### src/rtl/control_sequencer.sv
// Hardwired control unit: fetch, then a decode-driven walk through T3..T6
// that issues one set of datapath strobes per clock.
module control_sequencer (
    input  logic        clk,
    input  logic        reset,
    input  logic [31:0] IR,
    input  logic        mem_rdy,
    output logic [15:0] Rout,
    output logic [15:0] Rin,
    output logic        PCout,
    output logic        PCin,
    output logic        IncPC,
    output logic        MARin,
    output logic        MDRin,
    output logic        MDRout,
    output logic        Read,
    output logic        IRin,
    output logic        Yin,
    output logic        Zin,
    output logic        Zhighout,
    output logic        Zlowout,
    output logic        HIin,
    output logic        LOin,
    output logic        HIout,
    output logic        LOout,
    output logic        INout,
    output logic        Cout,
    output logic        Yout,
    output logic        MARout,
    output logic [12:0] alu_op,
    output logic        run
);

    typedef enum logic [2:0] {
        T0, T1, T2, T3, T4, T5, T6, HALT
    } state_t;

    localparam logic [4:0] OP_ADD  = 5'd3;
    localparam logic [4:0] OP_SUB  = 5'd4;
    localparam logic [4:0] OP_AND  = 5'd5;
    localparam logic [4:0] OP_OR   = 5'd6;
    localparam logic [4:0] OP_ROR  = 5'd7;
    localparam logic [4:0] OP_ROL  = 5'd8;
    localparam logic [4:0] OP_SHR  = 5'd9;
    localparam logic [4:0] OP_SHRA = 5'd10;
    localparam logic [4:0] OP_SHL  = 5'd11;
    localparam logic [4:0] OP_DIV  = 5'd15;
    localparam logic [4:0] OP_MUL  = 5'd16;
    localparam logic [4:0] OP_NEG  = 5'd17;
    localparam logic [4:0] OP_NOT  = 5'd18;
    localparam logic [4:0] OP_HALT = 5'd27;

    state_t      state_reg, state_next;
    logic [4:0]  op;
    logic [3:0]  ra, rb, rc;
    logic [15:0] ra_oh, rb_oh, rc_oh;
    logic        is_tri, is_md, is_un, is_halt;
    logic [12:0] alu_sel;
    logic        unused_ir;

    assign op        = IR[31:27];
    assign ra        = IR[26:23];
    assign rb        = IR[22:19];
    assign rc        = IR[18:15];
    assign unused_ir = ^IR[14:0];

    genvar gi;
    generate
        for (gi = 0; gi < 16; gi++) begin : g_reg_decode
            assign ra_oh[gi] = (ra == 4'(gi));
            assign rb_oh[gi] = (rb == 4'(gi));
            assign rc_oh[gi] = (rc == 4'(gi));
        end
    endgenerate

    assign is_tri  = (op >= OP_ADD) && (op <= OP_SHL);
    assign is_md   = (op == OP_MUL) || (op == OP_DIV);
    assign is_un   = (op == OP_NEG) || (op == OP_NOT);
    assign is_halt = (op == OP_HALT);

    always_comb begin
        alu_sel = '0;
        case (op)
            OP_AND:  alu_sel[12] = 1'b1;
            OP_OR:   alu_sel[11] = 1'b1;
            OP_ADD:  alu_sel[10] = 1'b1;
            OP_SUB:  alu_sel[9]  = 1'b1;
            OP_MUL:  alu_sel[8]  = 1'b1;
            OP_DIV:  alu_sel[7]  = 1'b1;
            OP_SHR:  alu_sel[6]  = 1'b1;
            OP_SHRA: alu_sel[5]  = 1'b1;
            OP_SHL:  alu_sel[4]  = 1'b1;
            OP_ROR:  alu_sel[3]  = 1'b1;
            OP_ROL:  alu_sel[2]  = 1'b1;
            OP_NEG:  alu_sel[1]  = 1'b1;
            OP_NOT:  alu_sel[0]  = 1'b1;
            default: alu_sel     = '0;
        endcase
    end

    // Unexpected opcodes past T3 (IR disturbed mid-instruction) fall back to fetch.
    always_comb begin
        state_next = state_reg;
        case (state_reg)
            T0:      state_next = T1;
            T1:      state_next = mem_rdy ? T2 : T1;
            T2:      state_next = T3;
            T3: begin
                if (is_tri || is_md || is_un) state_next = T4;
                else if (is_halt)             state_next = HALT;
                else                          state_next = T0;
            end
            T4:      state_next = (is_tri || is_md) ? T5 : T0;
            T5:      state_next = is_md ? T6 : T0;
            T6:      state_next = T0;
            HALT:    state_next = HALT;
            default: state_next = T0;
        endcase
    end

    always_ff @(posedge clk or negedge reset) begin
        if (!reset) state_reg <= T0;
        else        state_reg <= state_next;
    end

    always_comb begin
        Rout     = '0;
        Rin      = '0;
        PCout    = 1'b0;
        PCin     = 1'b0;
        IncPC    = 1'b0;
        MARin    = 1'b0;
        MDRin    = 1'b0;
        MDRout   = 1'b0;
        Read     = 1'b0;
        IRin     = 1'b0;
        Yin      = 1'b0;
        Zin      = 1'b0;
        Zhighout = 1'b0;
        Zlowout  = 1'b0;
        HIin     = 1'b0;
        LOin     = 1'b0;
        alu_op   = '0;
        run      = (state_reg != HALT);
        case (state_reg)
            T0: begin
                PCout = 1'b1;
                MARin = 1'b1;
                IncPC = 1'b1;
                PCin  = 1'b1;
            end
            T1: begin
                Read  = 1'b1;
                MDRin = 1'b1;
            end
            T2: begin
                MDRout = 1'b1;
                IRin   = 1'b1;
            end
            T3: begin
                if (is_tri) begin
                    Rout = rb_oh;
                    Yin  = 1'b1;
                end else if (is_md) begin
                    Rout = ra_oh;
                    Yin  = 1'b1;
                end else if (is_un) begin
                    Rout   = rb_oh;
                    alu_op = alu_sel;
                    Zin    = 1'b1;
                end
            end
            T4: begin
                if (is_tri) begin
                    Rout   = rc_oh;
                    alu_op = alu_sel;
                    Zin    = 1'b1;
                end else if (is_md) begin
                    Rout   = rb_oh;
                    alu_op = alu_sel;
                    Zin    = 1'b1;
                end else if (is_un) begin
                    Zlowout = 1'b1;
                    Rin     = ra_oh;
                end
            end
            T5: begin
                if (is_tri) begin
                    Zlowout = 1'b1;
                    Rin     = ra_oh;
                end else if (is_md) begin
                    Zlowout = 1'b1;
                    LOin    = 1'b1;
                end
            end
            T6: begin
                Zhighout = 1'b1;
                HIin     = 1'b1;
            end
            default: ;
        endcase
    end

    assign HIout  = 1'b0;
    assign LOout  = 1'b0;
    assign INout  = 1'b0;
    assign Cout   = 1'b0;
    assign Yout   = 1'b0;
    assign MARout = 1'b0;

endmodule

### config.mk
export PLATFORM = sky130hd
export DESIGN_NAME = control_sequencer
export DESIGN_NICKNAME = d
export VERILOG_FILES = /design/src/rtl/control_sequencer.sv
export SDC_FILE = /design/constraint.sdc
export NUM_CORES = 1
export LEC_CHECK = 0
export ABC_CLOCK_PERIOD_IN_PS = 4700
export BUFFER_PORTS_ARGS = -buffer_cell sky130_fd_sc_hd__buf_2
export CAP_MARGIN = 20
export CORE_ASPECT_RATIO = 1.2
export CORE_UTILIZATION = 43
export CTS_CLUSTER_DIAMETER = 120
export DETAILED_ROUTE_END_ITERATION = 7
export GPL_TIMING_DRIVEN = 0
export PLACE_DENSITY = 0.87
export SYNTH_ARGS = -nofsm -noshare
export SYNTH_HDL_FRONTEND = slang
export SYNTH_SLANG_ARGS = --single-unit
### constraint.sdc
create_clock -name clk -period 4.7 [get_ports clk]
set_input_delay 1.175 -clock clk [delete_from_list [all_inputs] [get_ports clk]]
set_output_delay 1.175 -clock clk [all_outputs]
set_load 0.05 [all_outputs]
==> metrics.txt <==
status=finished clean; Clock power frac=8.4%; Compound-Gate Fraction of Synth Area=28.6%; register share of total power=9.2%; Tcrit/Tclk final=88.3%; slew margin rel.=66.2%; DP Wirelength=3020 um; GRT Total Usage=22.9%; Max stage delay on crit path=460 ps; Worst-path clk slew=30 ps; Adder-Cell Fraction of Synth Area=0%; Die W=51.8 um; CP Launch Type=input port; routed wire length=3800 um; metal3 WL=168 um; vias post-DR=1694; layout cell share with drive strength beyond 1=41.1%; Slowest cell on crit path=nor3b_1; fmax=0.241 GHz; Worst setup EP type=output port; Sw Ratio=63.2%; DRC violations left=0; IO Count=101; fin crit period=4150 ps; worst skew pair latency=230 ps; Slew Limit Fails=0; Setup Viol. Count Final=0; CTS Buf Count=3; Clock Sinks=3; CTS tree=yes; global-route wire length before repair=5750 um; DRT antenna net count=0; main combinational cell family by area after synthesis=simple AND/OR/NAND/NOR gates; initial antenna violation count=0; synthesized area=0.00128 mm2; syn avg cell area=6.50 um2; Fin. Hold Viols=0; Pre-Repair DR Iteration Count=4; largest net degree at the start of global routing=11; worst-path maximum fanout=8; CTS root buf=clkbuf_4; library cells used by synthesis=52; die footprint=0.00320 mm2; worst slew pin tran=505 ps; simple-gate share of the synthesized area=50.7%; Placer Congestion=0.907; vias in the first global route=1395; WP data arrival=2970 ps; met2 wire len=1910 um; clk_skew=3.77 ps; Max-cap violations=0; CTS Buffer Depth=2; worst setup path class=input port to output port; max reg flops=3; vias per cell=5.31; H-tree Lvls=1; CTS resizes=0; Filler cells=285; post-synthesis sequential area ratio=5.86%; wire per inst=11.9 um; hold_ws=659 ps; Pint=0.000196 W; CTS Hold Bufs=0; FF-to-FF setup slack=3400 ps; HP Class=register to register; register bit total from synthesis=3; nets=321; Comb power frac=82.4%; crit-path leading delay family=simple AND/OR/NAND/NOR gates; Psw=0.000336 W; mux contribution to synthesized area=0.781%; unrepaired setup endpoints after global routing=no; DR top layer=met4; Critical Path, Cell by Cell=buf_2 -> nor3b_1 -> a2bb2oi_2 -> nor3b_1 -> a22oi_1 -> o21ai_1 -> buf_2; Port Buffers=79; Initial Util=45.6%; die height=61.8 um; peak supply drop=0.370 mV; drt first-iter violations=63; fin util=62.8%; cells after synthesis=197; FP Rows=21; Floorplan Core Area=0.00281 mm2; Power Density=302 mW/mm2; Post-Synth XOR/XNOR Area=0.684%; Worst Path Buf+Inv=2; Crit path required time=3520 ps; total grt overflow=0; n_diodes=0; Total Power=0.000533 W; post-CTS setup buffer count=0; Area growth, synth to finish=37.7%; metal1 wirelength=1710 um; YS warnings=0; Leakage Power=0.875 nW; final setup TNS=0 ps
## layout by cell type, fill, tap and decap left out, types with 2 or more instances in the layout
master,n
a22oi_1,5
or2_2,2
dfrtp_1,3
nor2b_1,7
inv_1,4
and2_1,2
o21ai_1,10
nand2b_1,8
nand3b_4,2
nand2_1,22
nor2_1,33
nor2_2,2
clkbuf_1,6
nor3b_1,6
a32oi_1,2
buf_1,2
buf_2,84
buf_4,12
clkbuf_4,3
o21ai_0,2
o221ai_1,10
a21oi_1,5
o211ai_1,2
nand3_2,3
conb_1,6
nand3_1,5
nor3_1,9
o22ai_1,2
a211oi_1,2
## cells in the mapped netlist (all sizes together)
library cell / number / area, um2
nor2: 35 / 136
nand2: 22 / 82.6
buf: 20 / 134
o21ai: 12 / 60.1
nor3: 10 / 55.1
o221ai: 10 / 87.6
nand2b: 8 / 50.1
nand3: 8 / 55.1
nor3b: 8 / 76.3
nor2b: 7 / 43.8
a21oi: 6 / 33.8
a22oi: 5 / 37.5
clkbuf: 5 / 18.8
inv: 4 / 15.0
dfrtp: 3 / 75.1
nand3b: 3 / 47.6
o22ai: 3 / 32.5
or2: 3 / 18.8
a211oi: 2 / 15.0
a2bb2oi: 2 / 23.8
a32oi: 2 / 17.5
and2: 2 / 12.5
nand4: 2 / 27.5
o211ai: 2 / 15.0
a2111oi: 1 / 10.0
a211o: 1 / 8.76
and2b: 1 / 7.51
and3b: 1 / 8.76
conb: 1 / 3.75
mux2i: 1 / 10.0
nor4: 1 / 12.5
o21a: 1 / 7.51
o31ai: 1 / 7.51
o32a: 1 / 10.0
or3: 1 / 6.26
or3b: 1 / 8.76
xnor2: 1 / 8.76
## cell type report
class,instances,area (um2),area share (%)
well taps,34,42.5,2.41
inverters,4,15.0,0.851
multi-input cells,170,1060,59.9
repair buffers,79,395,22.4
clock buffers,4,26.3,1.49
flip-flops and latches,3,75.1,4.26
plain buffers,25,153,8.65
## stage by stage
| stage | area (um2) | std cells | worst slack, ps |
|---|---|---|---|
| 2_1_floorplan | 1300 | 202 | 335 |
| 3_3_place_gp | 1740 | 315 | 682 |
| 3_5_place_dp | 1740 | 315 | 619 |
| 4_1_cts | 1760 | 319 | 618 |
| 5_1_grt | 1760 | 319 | 387 |
| 6_report | 1760 | 319 | 552 |
## worst min-delay path: stages (launching register included)
cell and delay [ps]:
dfrtp_1 400, nand2_1 90, o221ai_1 100
## metal layers
metal  GRT usage [%]  vias to the layer above
met3            1.70                        2
li1                -                      878
met2            39.9                       60
met5               0                        -
met1            29.5                      754
met4            8.49                        0
## logic make-up after synthesis
family	count (synthesis)
compound gates	49
xor+xnor	1
buf+inv	29
flops	3
mux	1
other cells	1
simple gates	113
## power groups by stage
stage	logic (W)	clock network (W)	registers [W]
after floorplan	0.000359	0	0.0000453
after global placement	0.000433	0	0.0000486
after detailed placement	0.000437	0	0.0000486
after CTS	0.000438	0.0000470	0.0000482
after global routing	0.000468	0.0000475	0.0000513
final	0.000439	0.0000447	0.0000489
## worst paths after layout
kind | startpoint | endpoint | depth (start not counted)
worst max-delay path | IR[27] | Rout[8] | 7
worst min-delay path | state_reg[0]$_DFF_PN0_ | state_reg[2]$_DFF_PN0_ | 2
worst max register to register | state_reg[2]$_DFF_PN0_ | state_reg[0]$_DFF_PN0_ | 4
worst min register to register | state_reg[0]$_DFF_PN0_ | state_reg[2]$_DFF_PN0_ | 2
max in group asynchronous | reset | state_reg[2]$_DFF_PN0_ | 1
min in group asynchronous | reset | state_reg[1]$_DFF_PN0_ | 1
Note: power is estimated with default switching activity, not from simulation.
